==> src/rtl/bus_endpoint_fifo_if.sv <==
// ---------------------------------------------------------------------------
// bus_endpoint_fifo_if
// Purpose : groups the bus-port signals (pndng/pop/D_pop, push/D_push) and the
//           local TX/RX handshakes of one bus endpoint into a single bundle.
// Modports: slave  - the endpoint (drives pndng, D_pop, tx_ready, rx_valid,
//                    rx_data, counts, rx_overflow)
//           master - bus controller plus local logic (drives pop, push, D_push,
//                    tx_valid, tx_data, rx_ready, ovf_clr)
// Parameters: pckg_sz (packet width), depth (entries per FIFO)
// ---------------------------------------------------------------------------
interface bus_endpoint_fifo_if #(
   parameter int pckg_sz = 16,
   parameter int depth   = 8
);
   localparam int CW = $clog2(depth) + 1;

   logic               pndng;
   logic [pckg_sz-1:0] D_pop;
   logic               pop;
   logic               push;
   logic [pckg_sz-1:0] D_push;
   logic               tx_valid;
   logic [pckg_sz-1:0] tx_data;
   logic               tx_ready;
   logic               rx_valid;
   logic [pckg_sz-1:0] rx_data;
   logic               rx_ready;
   logic [CW-1:0]      tx_count;
   logic [CW-1:0]      rx_count;
   logic               rx_overflow;
   logic               ovf_clr;

   modport slave (
      output pndng, D_pop, tx_ready, rx_valid, rx_data, tx_count, rx_count, rx_overflow,
      input  pop, push, D_push, tx_valid, tx_data, rx_ready, ovf_clr
   );

   modport master (
      input  pndng, D_pop, tx_ready, rx_valid, rx_data, tx_count, rx_count, rx_overflow,
      output pop, push, D_push, tx_valid, tx_data, rx_ready, ovf_clr
   );
endinterface

==> src/rtl/bus_endpoint_fifo.sv <==
// ---------------------------------------------------------------------------
// bus_endpoint_fifo
// Purpose : device-side endpoint of one bus port. TX FIFO is written by local
//           logic and popped by the bus controller; RX FIFO is pushed by the
//           bus controller and drained by local logic. Both FIFOs are
//           first-word fall-through with registered head/flag outputs.
// Ports   : clk   - single clock, rising edge
//           reset - asynchronous, active-low
//           bus   - bus_endpoint_fifo_if.slave (all handshake/data signals)
// Parameters: pckg_sz (packet width, dest ID in top 8 bits), depth (power of 2,
//           >=2), drv_id (this endpoint's ID, used by the address filter)
// Build option: BUS_EP_ADDR_FILTER_EN - when defined, inbound packets whose
//           destination ID differs from drv_id are dropped silently.
// ---------------------------------------------------------------------------
module bus_endpoint_fifo #(
   parameter int         pckg_sz = 16,
   parameter int         depth   = 8,
   parameter logic [7:0] drv_id  = 8'd0
) (
   input logic                clk,
   input logic                reset,
   bus_endpoint_fifo_if.slave bus
);
   localparam int            AW   = $clog2(depth);
   localparam int            CW   = AW + 1;
   localparam logic [CW-1:0] FULL = CW'(depth);

   // ---------------- TX path ----------------
   logic [pckg_sz-1:0] tx_mem [depth];
   logic [AW-1:0]      tx_wr_q, tx_wr_d, tx_rd_q, tx_rd_d;
   logic [CW-1:0]      tx_cnt_q, tx_cnt_d;
   logic [pckg_sz-1:0] tx_head_q, tx_head_d;
   logic               tx_pndng_q, tx_rdy_q;
   logic               tx_we, tx_re;

   always_comb begin
      tx_we     = bus.tx_valid && tx_rdy_q;
      tx_re     = bus.pop && tx_pndng_q;
      tx_wr_d   = tx_we ? tx_wr_q + AW'(1) : tx_wr_q;
      tx_rd_d   = tx_re ? tx_rd_q + AW'(1) : tx_rd_q;
      tx_cnt_d  = tx_cnt_q;
      tx_head_d = tx_head_q;
      case ({tx_we, tx_re})
         2'b10:   tx_cnt_d = tx_cnt_q + CW'(1);
         2'b01:   tx_cnt_d = tx_cnt_q - CW'(1);
         default: tx_cnt_d = tx_cnt_q;
      endcase
      // Next head: bypass the write data when it lands exactly at the new read
      // pointer (write into empty, or pop+write with one entry left).
      if (tx_cnt_d != '0) begin
         if (tx_we && (tx_wr_q == tx_rd_d)) tx_head_d = bus.tx_data;
         else                               tx_head_d = tx_mem[tx_rd_d];
      end
   end

   always_ff @(posedge clk) begin
      if (reset && tx_we) tx_mem[tx_wr_q] <= bus.tx_data;
   end

   always_ff @(posedge clk or negedge reset) begin
      if (!reset) begin
         tx_wr_q    <= '0;
         tx_rd_q    <= '0;
         tx_cnt_q   <= '0;
         tx_head_q  <= '0;
         tx_pndng_q <= 1'b0;
         tx_rdy_q   <= 1'b1;
      end else begin
         tx_wr_q    <= tx_wr_d;
         tx_rd_q    <= tx_rd_d;
         tx_cnt_q   <= tx_cnt_d;
         tx_head_q  <= tx_head_d;
         tx_pndng_q <= (tx_cnt_d != '0);
         tx_rdy_q   <= (tx_cnt_d != FULL);
      end
   end

   // ---------------- RX path ----------------
   logic [pckg_sz-1:0] rx_mem [depth];
   logic [AW-1:0]      rx_wr_q, rx_wr_d, rx_rd_q, rx_rd_d;
   logic [CW-1:0]      rx_cnt_q, rx_cnt_d;
   logic [pckg_sz-1:0] rx_head_q, rx_head_d;
   logic               rx_valid_q, rx_ovf_q, rx_ovf_d;
   logic               rx_addr_ok, rx_we, rx_re, rx_ovf_set;

`ifdef BUS_EP_ADDR_FILTER_EN
   assign rx_addr_ok = (bus.D_push[pckg_sz-1 -: 8] == drv_id);
`else
   logic [7:0] unused_drv_id;
   assign unused_drv_id = drv_id;
   assign rx_addr_ok    = 1'b1;
`endif

   always_comb begin
      rx_re      = bus.rx_ready && rx_valid_q;
      // A full FIFO still accepts a push when a read frees a slot at the same edge.
      rx_we      = bus.push && rx_addr_ok && ((rx_cnt_q != FULL) || rx_re);
      rx_ovf_set = bus.push && rx_addr_ok && !rx_we;
      rx_wr_d    = rx_we ? rx_wr_q + AW'(1) : rx_wr_q;
      rx_rd_d    = rx_re ? rx_rd_q + AW'(1) : rx_rd_q;
      rx_cnt_d   = rx_cnt_q;
      rx_head_d  = rx_head_q;
      case ({rx_we, rx_re})
         2'b10:   rx_cnt_d = rx_cnt_q + CW'(1);
         2'b01:   rx_cnt_d = rx_cnt_q - CW'(1);
         default: rx_cnt_d = rx_cnt_q;
      endcase
      if (rx_cnt_d != '0) begin
         if (rx_we && (rx_wr_q == rx_rd_d)) rx_head_d = bus.D_push;
         else                               rx_head_d = rx_mem[rx_rd_d];
      end
      // Set has priority over clear so a same-cycle drop is never lost.
      if (rx_ovf_set)       rx_ovf_d = 1'b1;
      else if (bus.ovf_clr) rx_ovf_d = 1'b0;
      else                  rx_ovf_d = rx_ovf_q;
   end

   always_ff @(posedge clk) begin
      if (reset && rx_we) rx_mem[rx_wr_q] <= bus.D_push;
   end

   always_ff @(posedge clk or negedge reset) begin
      if (!reset) begin
         rx_wr_q    <= '0;
         rx_rd_q    <= '0;
         rx_cnt_q   <= '0;
         rx_head_q  <= '0;
         rx_valid_q <= 1'b0;
         rx_ovf_q   <= 1'b0;
      end else begin
         rx_wr_q    <= rx_wr_d;
         rx_rd_q    <= rx_rd_d;
         rx_cnt_q   <= rx_cnt_d;
         rx_head_q  <= rx_head_d;
         rx_valid_q <= (rx_cnt_d != '0);
         rx_ovf_q   <= rx_ovf_d;
      end
   end

   // ---------------- outputs (registers only) ----------------
   assign bus.pndng       = tx_pndng_q;
   assign bus.D_pop       = tx_head_q;
   assign bus.tx_ready    = tx_rdy_q;
   assign bus.tx_count    = tx_cnt_q;
   assign bus.rx_valid    = rx_valid_q;
   assign bus.rx_data     = rx_head_q;
   assign bus.rx_count    = rx_cnt_q;
   assign bus.rx_overflow = rx_ovf_q;

endmodule
==> src/flat_wrapper.sv <==
// flat-port wrapper written by rule: the top's interface ports become plain ports
module bus_endpoint_fifo_flat 
#(
   parameter int         pckg_sz = 16,
   parameter int         depth   = 8,
   parameter logic [7:0] drv_id  = 8'd0
)
  (clk, reset, bus_pndng, bus_D_pop, bus_tx_ready, bus_rx_valid, bus_rx_data, bus_tx_count, bus_rx_count, bus_rx_overflow, bus_pop, bus_push, bus_D_push, bus_tx_valid, bus_tx_data, bus_rx_ready, bus_ovf_clr);
  bus_endpoint_fifo_if #(.pckg_sz(pckg_sz), .depth(depth)) bus_i ();
  input logic clk;
  input logic reset;
  output wire logic [$bits(bus_i.pndng)-1:0] bus_pndng;
  output wire logic [$bits(bus_i.D_pop)-1:0] bus_D_pop;
  output wire logic [$bits(bus_i.tx_ready)-1:0] bus_tx_ready;
  output wire logic [$bits(bus_i.rx_valid)-1:0] bus_rx_valid;
  output wire logic [$bits(bus_i.rx_data)-1:0] bus_rx_data;
  output wire logic [$bits(bus_i.tx_count)-1:0] bus_tx_count;
  output wire logic [$bits(bus_i.rx_count)-1:0] bus_rx_count;
  output wire logic [$bits(bus_i.rx_overflow)-1:0] bus_rx_overflow;
  input wire logic [$bits(bus_i.pop)-1:0] bus_pop;
  input wire logic [$bits(bus_i.push)-1:0] bus_push;
  input wire logic [$bits(bus_i.D_push)-1:0] bus_D_push;
  input wire logic [$bits(bus_i.tx_valid)-1:0] bus_tx_valid;
  input wire logic [$bits(bus_i.tx_data)-1:0] bus_tx_data;
  input wire logic [$bits(bus_i.rx_ready)-1:0] bus_rx_ready;
  input wire logic [$bits(bus_i.ovf_clr)-1:0] bus_ovf_clr;
  assign bus_pndng = bus_i.pndng;
  assign bus_D_pop = bus_i.D_pop;
  assign bus_tx_ready = bus_i.tx_ready;
  assign bus_rx_valid = bus_i.rx_valid;
  assign bus_rx_data = bus_i.rx_data;
  assign bus_tx_count = bus_i.tx_count;
  assign bus_rx_count = bus_i.rx_count;
  assign bus_rx_overflow = bus_i.rx_overflow;
  assign bus_i.pop = bus_pop;
  assign bus_i.push = bus_push;
  assign bus_i.D_push = bus_D_push;
  assign bus_i.tx_valid = bus_tx_valid;
  assign bus_i.tx_data = bus_tx_data;
  assign bus_i.rx_ready = bus_rx_ready;
  assign bus_i.ovf_clr = bus_ovf_clr;
  bus_endpoint_fifo #(.pckg_sz(pckg_sz), .depth(depth), .drv_id(drv_id)) u_core (.clk(clk), .reset(reset), .bus(bus_i));
endmodule
==> config.mk <==
export PLATFORM = sky130hd
export DESIGN_NAME = bus_endpoint_fifo_flat
export DESIGN_NICKNAME = d
export VERILOG_FILES = /design/src/rtl/bus_endpoint_fifo_if.sv /design/src/rtl/bus_endpoint_fifo.sv /design/src/flat_wrapper.sv
export SDC_FILE = /design/constraint.sdc
export NUM_CORES = 1
export LEC_CHECK = 0
export CORE_MARGIN = 2
export CORE_UTILIZATION = 31
export CTS_CLUSTER_SIZE = 25
export DETAILED_ROUTE_END_ITERATION = 8
export MAX_ROUTING_LAYER = met4
export REMOVE_ABC_BUFFERS = 1
export SETUP_SLACK_MARGIN = 0.15
export SLEW_MARGIN = 5
export SYNTH_ARGS = -nofsm -noshare
export SYNTH_HDL_FRONTEND = slang
export SYNTH_SLANG_ARGS = --single-unit
==> constraint.sdc <==
create_clock -name clk -period 3.4 [get_ports clk]
set_clock_uncertainty 0.05 [all_clocks]
set_input_delay 0.34 -clock clk [delete_from_list [all_inputs] [get_ports clk]]
set_output_delay 0.34 -clock clk [all_outputs]
set_load 0.01 [all_outputs]
==> out/summary.log, run 1 <==
qor: run_status.run_status finished clean
qor: cts.cts.clk_slew.worst_paths 60 ps
qor: worst_setup_path.cp.required 3730 ps
qor: synth.post_synth_inst_count 781
qor: synth.synth_xor_area_share 1.60%
qor: synth.yosysTopAreaCell edfxtp_1
qor: worst_setup_path.worst_r2r_startpoint u_core.bus.tx_ready
qor: cts.number_of_buffers_created_by_cts 36
qor: synth.ys.flop_type edfxtp_1
qor: drt.detail_route.iter0.violations 584
qor: pwr.cellLeakagePower 5.60 nW
qor: layout.area_growth_syn_to_layout 22.8%
qor: layout.layout.area.seq 0.00909 sq mm
qor: layout.area_used_by_multi_input_combinational_logic 0.00346 sq mm
qor: global_routing.grt_pass1_vias 7326
qor: layout.layout.cells.most_common_list edfxtp_1 (256), mux2i_1 (97), nand2_1 (95), clkdlybuf4s50_1 (81), dfrtp_1 (55)
qor: global_routing.grt_max_degree 39
qor: layout.drive_above_1_share 14.7%
qor: timing.rsz0062_at_grt no
qor: die.boundaryPins 83
qor: global_routing.globalRoute.busiestLayer met2
qor: worst_setup_path.reg2reg_setup_slack 620 ps
qor: place.gp_routability_congestion 0.731
qor: pwr.post-layout-total-power 15.1 mW
qor: cts.cts.path.max_buffers 3
qor: global_routing.global_routing_usage_on_met3 2.65%
qor: worst_setup_path.endpoint_kind flop
qor: timing.fin_crit_sh 81.6%
qor: timing.max_freq 0.360 GHz
qor: synth.synth-compound-area-share 5.86%
qor: synth.yosys-top-cells-area edfxtp_1 (60%), dfrtp_1 (11%), mux2i_1 (7.6%)
qor: synth.synth_enable_flop_cells 256
qor: worst_hold_path.hold_class primary input to async pin
qor: cts.ctsResizeCount 0
qor: cts.cts_tree yes
qor: worst_setup_path.r2r-end u_core.bus.D_pop[10]
qor: drt.drt_total_wl 28700 um
qor: timing.post-route-worst-setup-slack 625 ps
qor: layout.final_common_cell edfxtp_1
qor: synth.yosys_warnings 0
qor: layout.fill_cells 3723
qor: global_routing.grt.total_usage 14.0%
qor: drt.avgViaCountPerCell 4.94
qor: pwr.power_per_cell_area 966 mW/mm^2
qor: drt.wire_per_inst 19.6 um
qor: global_routing.number_of_antenna_violations_at_the_first_check_in_global_routing 1
qor: place.detail_placement_hpwl 16400 um
qor: synth.mappedNetlistArea 0.0127 sq mm
qor: global_routing.met2_usage 23.5%
qor: layout.utilization 38.4%
qor: timing.whs 301 ps
qor: layout.design_area 0.0156 sq mm
qor: cts.clock_sink_count 312
qor: timing.relSlewSlack 56.4%
qor: die.floorplan.die.height 207 um
qor: place.numPlacedInstances 1397
qor: synth.yosysSeqAreaShare 71.5%
qor: synth.synth_top_cell_area_share 60.5%
qor: synth.postSynth.asyncResetShare 17.9%
qor: place.placement.cell_area 0.0145 sq mm
qor: timing.setup_total_negative_slack 0 ps
qor: timing.finalHoldViolCount 0
qor: drt.drc 0
qor: worst_setup_path.cp.arrival 3110 ps
qor: pwr.vdd.ir_drop.worst 0.510 mV
qor: global_routing.grt_first_pass_wirelength 43700 um
qor: timing.maxSlewViolCount 0
qor: timing.period_minus_slack 2780 ps
qor: synth.synthMuxAreaShare 12.3%
qor: drt.detail-route-antenna-nets 0
qor: cts.clkLatencyLatePin 510 ps
qor: timing.tightestPinTransition 650 ps
qor: die.placement_rows 74
qor: worst_setup_path.timing.critical_path.from_type flop
qor: global_routing.overflow 0
qor: layout.finalNetCount 950
qor: job.max_cap_viol_count 0
qor: global_routing.global_route.usage.met1 17.5%
qor: layout.fin_cells 1462
qor: synth.synth.distinct_cells 56
qor: place.buffer_ports.inserted 82
qor: place.dp_slack 279 ps
qor: worst_setup_path.reg2reg_depth 10
qor: synth.synthSimpleGateAreaFrac 6.28%
qor: cts.buffer_type_at_the_clock_tree_root clkbuf_16
qor: worst_setup_path.cp_max_fo 17
qor: die.design.die.area 0.0427 sq mm
qor: timing.final-setup-viol-count 0
qor: synth.synth_top_family_by_area multiplexers
qor: synth.synth_adder_area_share 0.689%
qor: die.core_region 0.0406 sq mm
qor: drt.num_vias 7216
qor: synth.synthesis.area_per_instance 16.3 sq um
qor: worst_setup_path.setup.worst_path.class flop to flop
qor: cts.h-tree-depth 2
qor: synth.synth-seq-cells 312
qor: drt.first_pass_iters 6
qor: die.die_w 207 um
qor: die.initial_utilization 31.3%
qor: cts.post-cts-setup-buffers 0
-- power breakdown --
group / internal [mW] / switching [mW] / leakage (nW)
logic: 3.06 / 3.12 / 2.09
clock network: 2.28 / 1.45 / 0.551
registers: 4.77 / 0.411 / 2.96
-- final cells by class --
cell class / count / share of cell area [%]
diodes: 1 / 0.0160
clock buffers: 53 / 6.44
clock inverters: 10 / 0.849
inverters: 12 / 0.288
multi-input cells: 419 / 22.1
flip-flops and latches: 312 / 58.2
well taps: 532 / 4.26
repair buffers: 123 / 7.79
-- critical path, stage by stage, from the launching register on --
cell and delay [ps]:
dfstp_2 530, and2_1 210, inv_1 110, ha_1 240, nor2b_1 180, nand4_1 130
a31oi_1 220, xor2_1 250, a211o_1 180, buf_12 180, mux2_2 350
-- sequential cells by signal, summed over array words and instances, names as in the netlist, 4 cells and up --
register,cells
u_core.rx_mem,128
u_core.tx_mem,128
u_core.bus.D_pop,16
u_core.bus.rx_data,16
u_core.bus.rx_count,4
u_core.bus.tx_count,4
-- what timing repair did --
| item | CTS | global route |
|---|---|---|
| endpoints found under the setup margin | 0 | 0 |
| hold buffers | 1 | 0 |
| endpoints found under the hold margin | 30 | 0 |
-- how the worst max path moves through the flow --
stage                   startpoint  slack (ps)                    end  cells after the start
2_1_floorplan  u_core.bus.rx_valid       -3660  u_core.bus.rx_data[0]                      6
3_3_place_gp          bus_rx_ready         340  u_core.bus.rx_data[4]                     11
3_5_place_dp          bus_rx_ready         280  u_core.bus.rx_data[9]                     11
4_1_cts        u_core.bus.tx_ready         630   u_core.bus.D_pop[15]                     10
5_1_grt        u_core.bus.tx_ready         490    u_core.bus.D_pop[8]                     10
6_report       u_core.bus.tx_ready         620   u_core.bus.D_pop[10]                     10
-- kinds of logic after synthesis --
family          after synthesis
compound gates               82
fa+ha+maj                     7
flops                       312
buf+inv                      50
simple gates                177
xor+xnor                     20
mux                         133
-- synthesized netlist by cell type, types with 16 or more instances --
cell type    n
clkbuf_1    17
a32o_1      17
a221oi_1    16
nor2_1      18
o32a_1      16
a22o_1      16
nand3_1     36
dfrtp_1     55
mux4_2      16
nand2_1     95
edfxtp_1   256
mux2i_1     97
-- metal layers --
metal  part of all wire (%)  vias to the layer above
met4                    2.1                        0
met5                      0                        -
met3                    5.6                       54
met1                     43                     3657
li1                       -                     3304
met2                     49                      201
Power figures use the tool's default switching activity.
==> run 2, diff against run 1 <==
- clock period: 3.4 -> 2.28 ns (I/O delays scaled with it)
==> run 2 against run 1 <==
  * The run now ends with negative setup slack left
  * Cell count up 4.8%
  * First-iteration DRC count is 19% lower
  * Clock power grew 50%
  * Utilization rose by 3.0 points
  * Combinational power is 84% higher
  * Via count increased by 3.2%
  * Hold slack got worse by 180 ps
  * Count of clock-buffer cells in the layout shrank 3
  * Power is 63% higher
  * Wire length rose by 4.1%
  * Maximum frequency grew 7.0%
  * Sequential power is 47% higher
  * Highest routed layer unchanged
==> out/summary.log, run 2 (same netlist as run 1, synthesis figures left out) <==
qor: pwr.power.clock.fraction 22.6% [was 24.7%]
qor: layout.area_growth_syn_to_layout 32.3% [was 22.8%]
qor: run_status.failed_checks negative setup slack
qor: worst_setup_path.worstPathBufferInverterCount 2 [unchanged]
qor: timing.period_minus_slack 2590 ps [was 2780 ps]
qor: worst_setup_path.cp_slowest_cell dfstp_2 [unchanged]
qor: die.die_w 207 um [unchanged]
qor: timing.fin_crit_sh 114% [was 81.6%]
qor: worst_setup_path.series_of_cell_instances_along_the_critical_path and2_4 > inv_1 > ha_4 > nor2b_4 > nand4_1 > a31oi_4 > xor2_2 > a211o_4 > buf_16 > mux2_1 [was and2_1 > inv_1 > ha_1 > nor2b_1 > nand4_1 > a31oi_1 > xor2_1 > a211o_1 > buf_12 > mux2_2]
qor: die.placement_rows 74 [unchanged]
qor: drt.first_pass_iters 5 [was 6]
qor: cts.clock_sink_count 312 [unchanged]
qor: layout.final_common_cell edfxtp_1 [unchanged]
qor: timing.setup_total_negative_slack -4860 ps [was 0 ps]
qor: place.placement.cell_area 0.0152 sq mm [was 0.0145 sq mm]
qor: place.buffer_ports.inserted 82 [unchanged]
qor: timing.maxSlewViolCount 0 [unchanged]
qor: place.dp_slack -522 ps [was 279 ps]
qor: global_routing.overflow 0 [unchanged]
qor: job.max_cap_viol_count 0 [unchanged]
qor: pwr.vdd.ir_drop.worst 0.805 mV [was 0.510 mV]
qor: worst_hold_path.hold_class primary input to async pin [unchanged]
qor: layout.finalNetCount 1020 [was 950]
qor: die.design.die.area 0.0427 sq mm [unchanged]
qor: pwr.cellLeakagePower 6.15 nW [was 5.60 nW]
qor: layout.antenna_cells 0 [was 1]
qor: cts.cts.clk_slew.worst_paths 60 ps [about the same]
qor: layout.design_area 0.0168 sq mm [was 0.0156 sq mm]
qor: cts.cts.path.max_buffers 3 [unchanged]
qor: cts.buffer_type_at_the_clock_tree_root clkbuf_16 [unchanged]
qor: timing.rsz0062_at_grt yes [was no]
qor: worst_setup_path.cp.arrival 2940 ps [was 3110 ps]
qor: timing.final-setup-viol-count 19 [was 0]
qor: worst_setup_path.timing.critical_path.from_type flop [unchanged]
qor: global_routing.grt.total_usage 14.5% [was 14.0%]
qor: timing.post-route-worst-setup-slack -314 ps [was 625 ps]
qor: drt.drc 0 [unchanged]
qor: timing.whs 117 ps [was 301 ps]
qor: cts.h-tree-depth 2 [unchanged]
qor: cts.cts_tree yes [unchanged]
qor: worst_setup_path.cp_max_fo 8 [was 17]
qor: place.gp_routability_congestion 0.770 [was 0.731]
qor: place.numPlacedInstances 1452 [was 1397]
qor: die.core_region 0.0406 sq mm [unchanged]
qor: drt.detail-route-antenna-nets 0 [unchanged]
qor: pwr.post-layout-total-power 24.7 mW [was 15.1 mW]
qor: run_status.run_status complete, but fails checks [was finished clean]
qor: timing.tightestPinTransition 511 ps [was 650 ps]
qor: cts.number_of_buffers_created_by_cts 35 [was 36]
qor: layout.reg_top3 u_core.rx_mem x128, u_core.tx_mem x128 [unchanged]
qor: worst_setup_path.setup.worst_path.class flop to flop [unchanged]
qor: pwr.pwr-share-comb 46.4% [was 41.0%]
qor: drt.detail_route.iter0.violations 471 [was 584]
qor: worst_setup_path.endpoint_kind flop [unchanged]
qor: pwr.power.share.switching 32.2% [was 33.0%]
qor: drt.wire_per_inst 19.5 um [was 19.6 um]
qor: drt.num_vias 7445 [was 7216]
qor: die.floorplan.die.height 207 um [unchanged]
qor: layout.utilization 41.4% [was 38.4%]
qor: timing.finalHoldViolCount 0 [unchanged]
qor: place.detail_placement_hpwl 17200 um [was 16400 um]
qor: pwr.internal_dissipation 16.7 mW [was 10.1 mW]
qor: layout.fin_cells 1532 [was 1462]
qor: die.initial_utilization 31.3% [unchanged]
qor: drt.drt_total_wl 29900 um [was 28700 um]
qor: timing.relSlewSlack 65.4% [was 56.4%]
qor: global_routing.number_of_antenna_violations_at_the_first_check_in_global_routing 0 [was 1]
qor: timing.max_freq 0.385 GHz [was 0.360 GHz]
qor: global_routing.grt_first_pass_wirelength 44900 um [was 43700 um]
qor: pwr.switchingPower 7.94 mW [was 4.98 mW]
qor: pwr.power_per_cell_area 1470 mW/mm^2 [was 966 mW/mm^2]
qor: die.boundaryPins 83 [unchanged]
qor: pwr.power.share.sequential 31.0% [was 34.3%]
qor: drt.avgViaCountPerCell 4.86 [was 4.94]
qor: worst_setup_path.worst_path_largest_cell_delay 530 ps [about the same]
qor: cts.clkLatencyLatePin 520 ps [was 510 ps]
qor: worst_setup_path.timing.critical_path.max_delay_family compound AO/OA/AOI/OAI gates [was flip-flops]
qor: layout.drive_above_1_share 23.9% [was 14.7%]
qor: worst_setup_path.cp.required 2630 ps [was 3730 ps]
qor: global_routing.grt_pass1_vias 7611 [was 7326]
qor: layout.layout.cells.most_common_list edfxtp_1 (256), mux2i_1 (97), nand2_1 (94), clkdlybuf4s50_1 (81), buf_4 (62) [was edfxtp_1 (256), mux2i_1 (97), nand2_1 (95), clkdlybuf4s50_1 (81), dfrtp_1 (55)]
qor: global_routing.grt_max_degree 30 [was 39]
-- run 2: path summary, 6_finish.rpt --
path	startpoint	slack, ps	cells past startpoint	to
min in group clk	bus_ovf_clr	250	2	u_core.bus.rx_overflow
worst max-delay path	u_core.bus.tx_ready	-310	10	u_core.bus.D_pop[0]
worst min register to register	u_core.bus.D_pop[3]	440	1	u_core.bus.D_pop[3]
max in group asynchronous	reset	1320	3	u_core.bus.tx_ready
worst max register to register	u_core.bus.tx_ready	-310	10	u_core.bus.D_pop[0]
worst min-delay path	reset	120	2	u_core.rx_wr_q[1]
-- run 2: timing repair --
| item | in CTS | in global routing |
|---|---|---|
| endpoints found under the setup margin | 34 | 159 |
| endpoints found under the hold margin | 55 | 0 |
| hold buffers | 1 | 0 |
| setup buffers | 6 | 5 |
| cloned | 3 | 2 |
| resized for setup | 21 | 38 |
| pin swaps | 44 | 14 |
-- run 2: routing by layer --
layer	routed length, um	GRT usage (%)
met1	13100	18.3
met2	14600	24.0
met3	1610	2.65
met4	504	3.62
met5	0	-
-- run 2: cell type report --
cell class	instances	area, sq um
inverters	12	45.0
multi-input cells	419	3650
repair buffers	194	2220
flip-flops and latches	312	9090
clock inverters	13	140
clock buffers	50	1000
fillers	3647	23800
well taps	532	666
-- run 2: power groups by stage --
stage	clock (mW)	combinational [mW]	sequential [mW]
global placement	0	10.6	7.72
detailed placement	0	10.7	7.71
floorplan	0	5.35	7.81
finish	5.58	11.4	7.64
CTS	5.71	11.3	7.62
global route	5.95	12.4	7.72
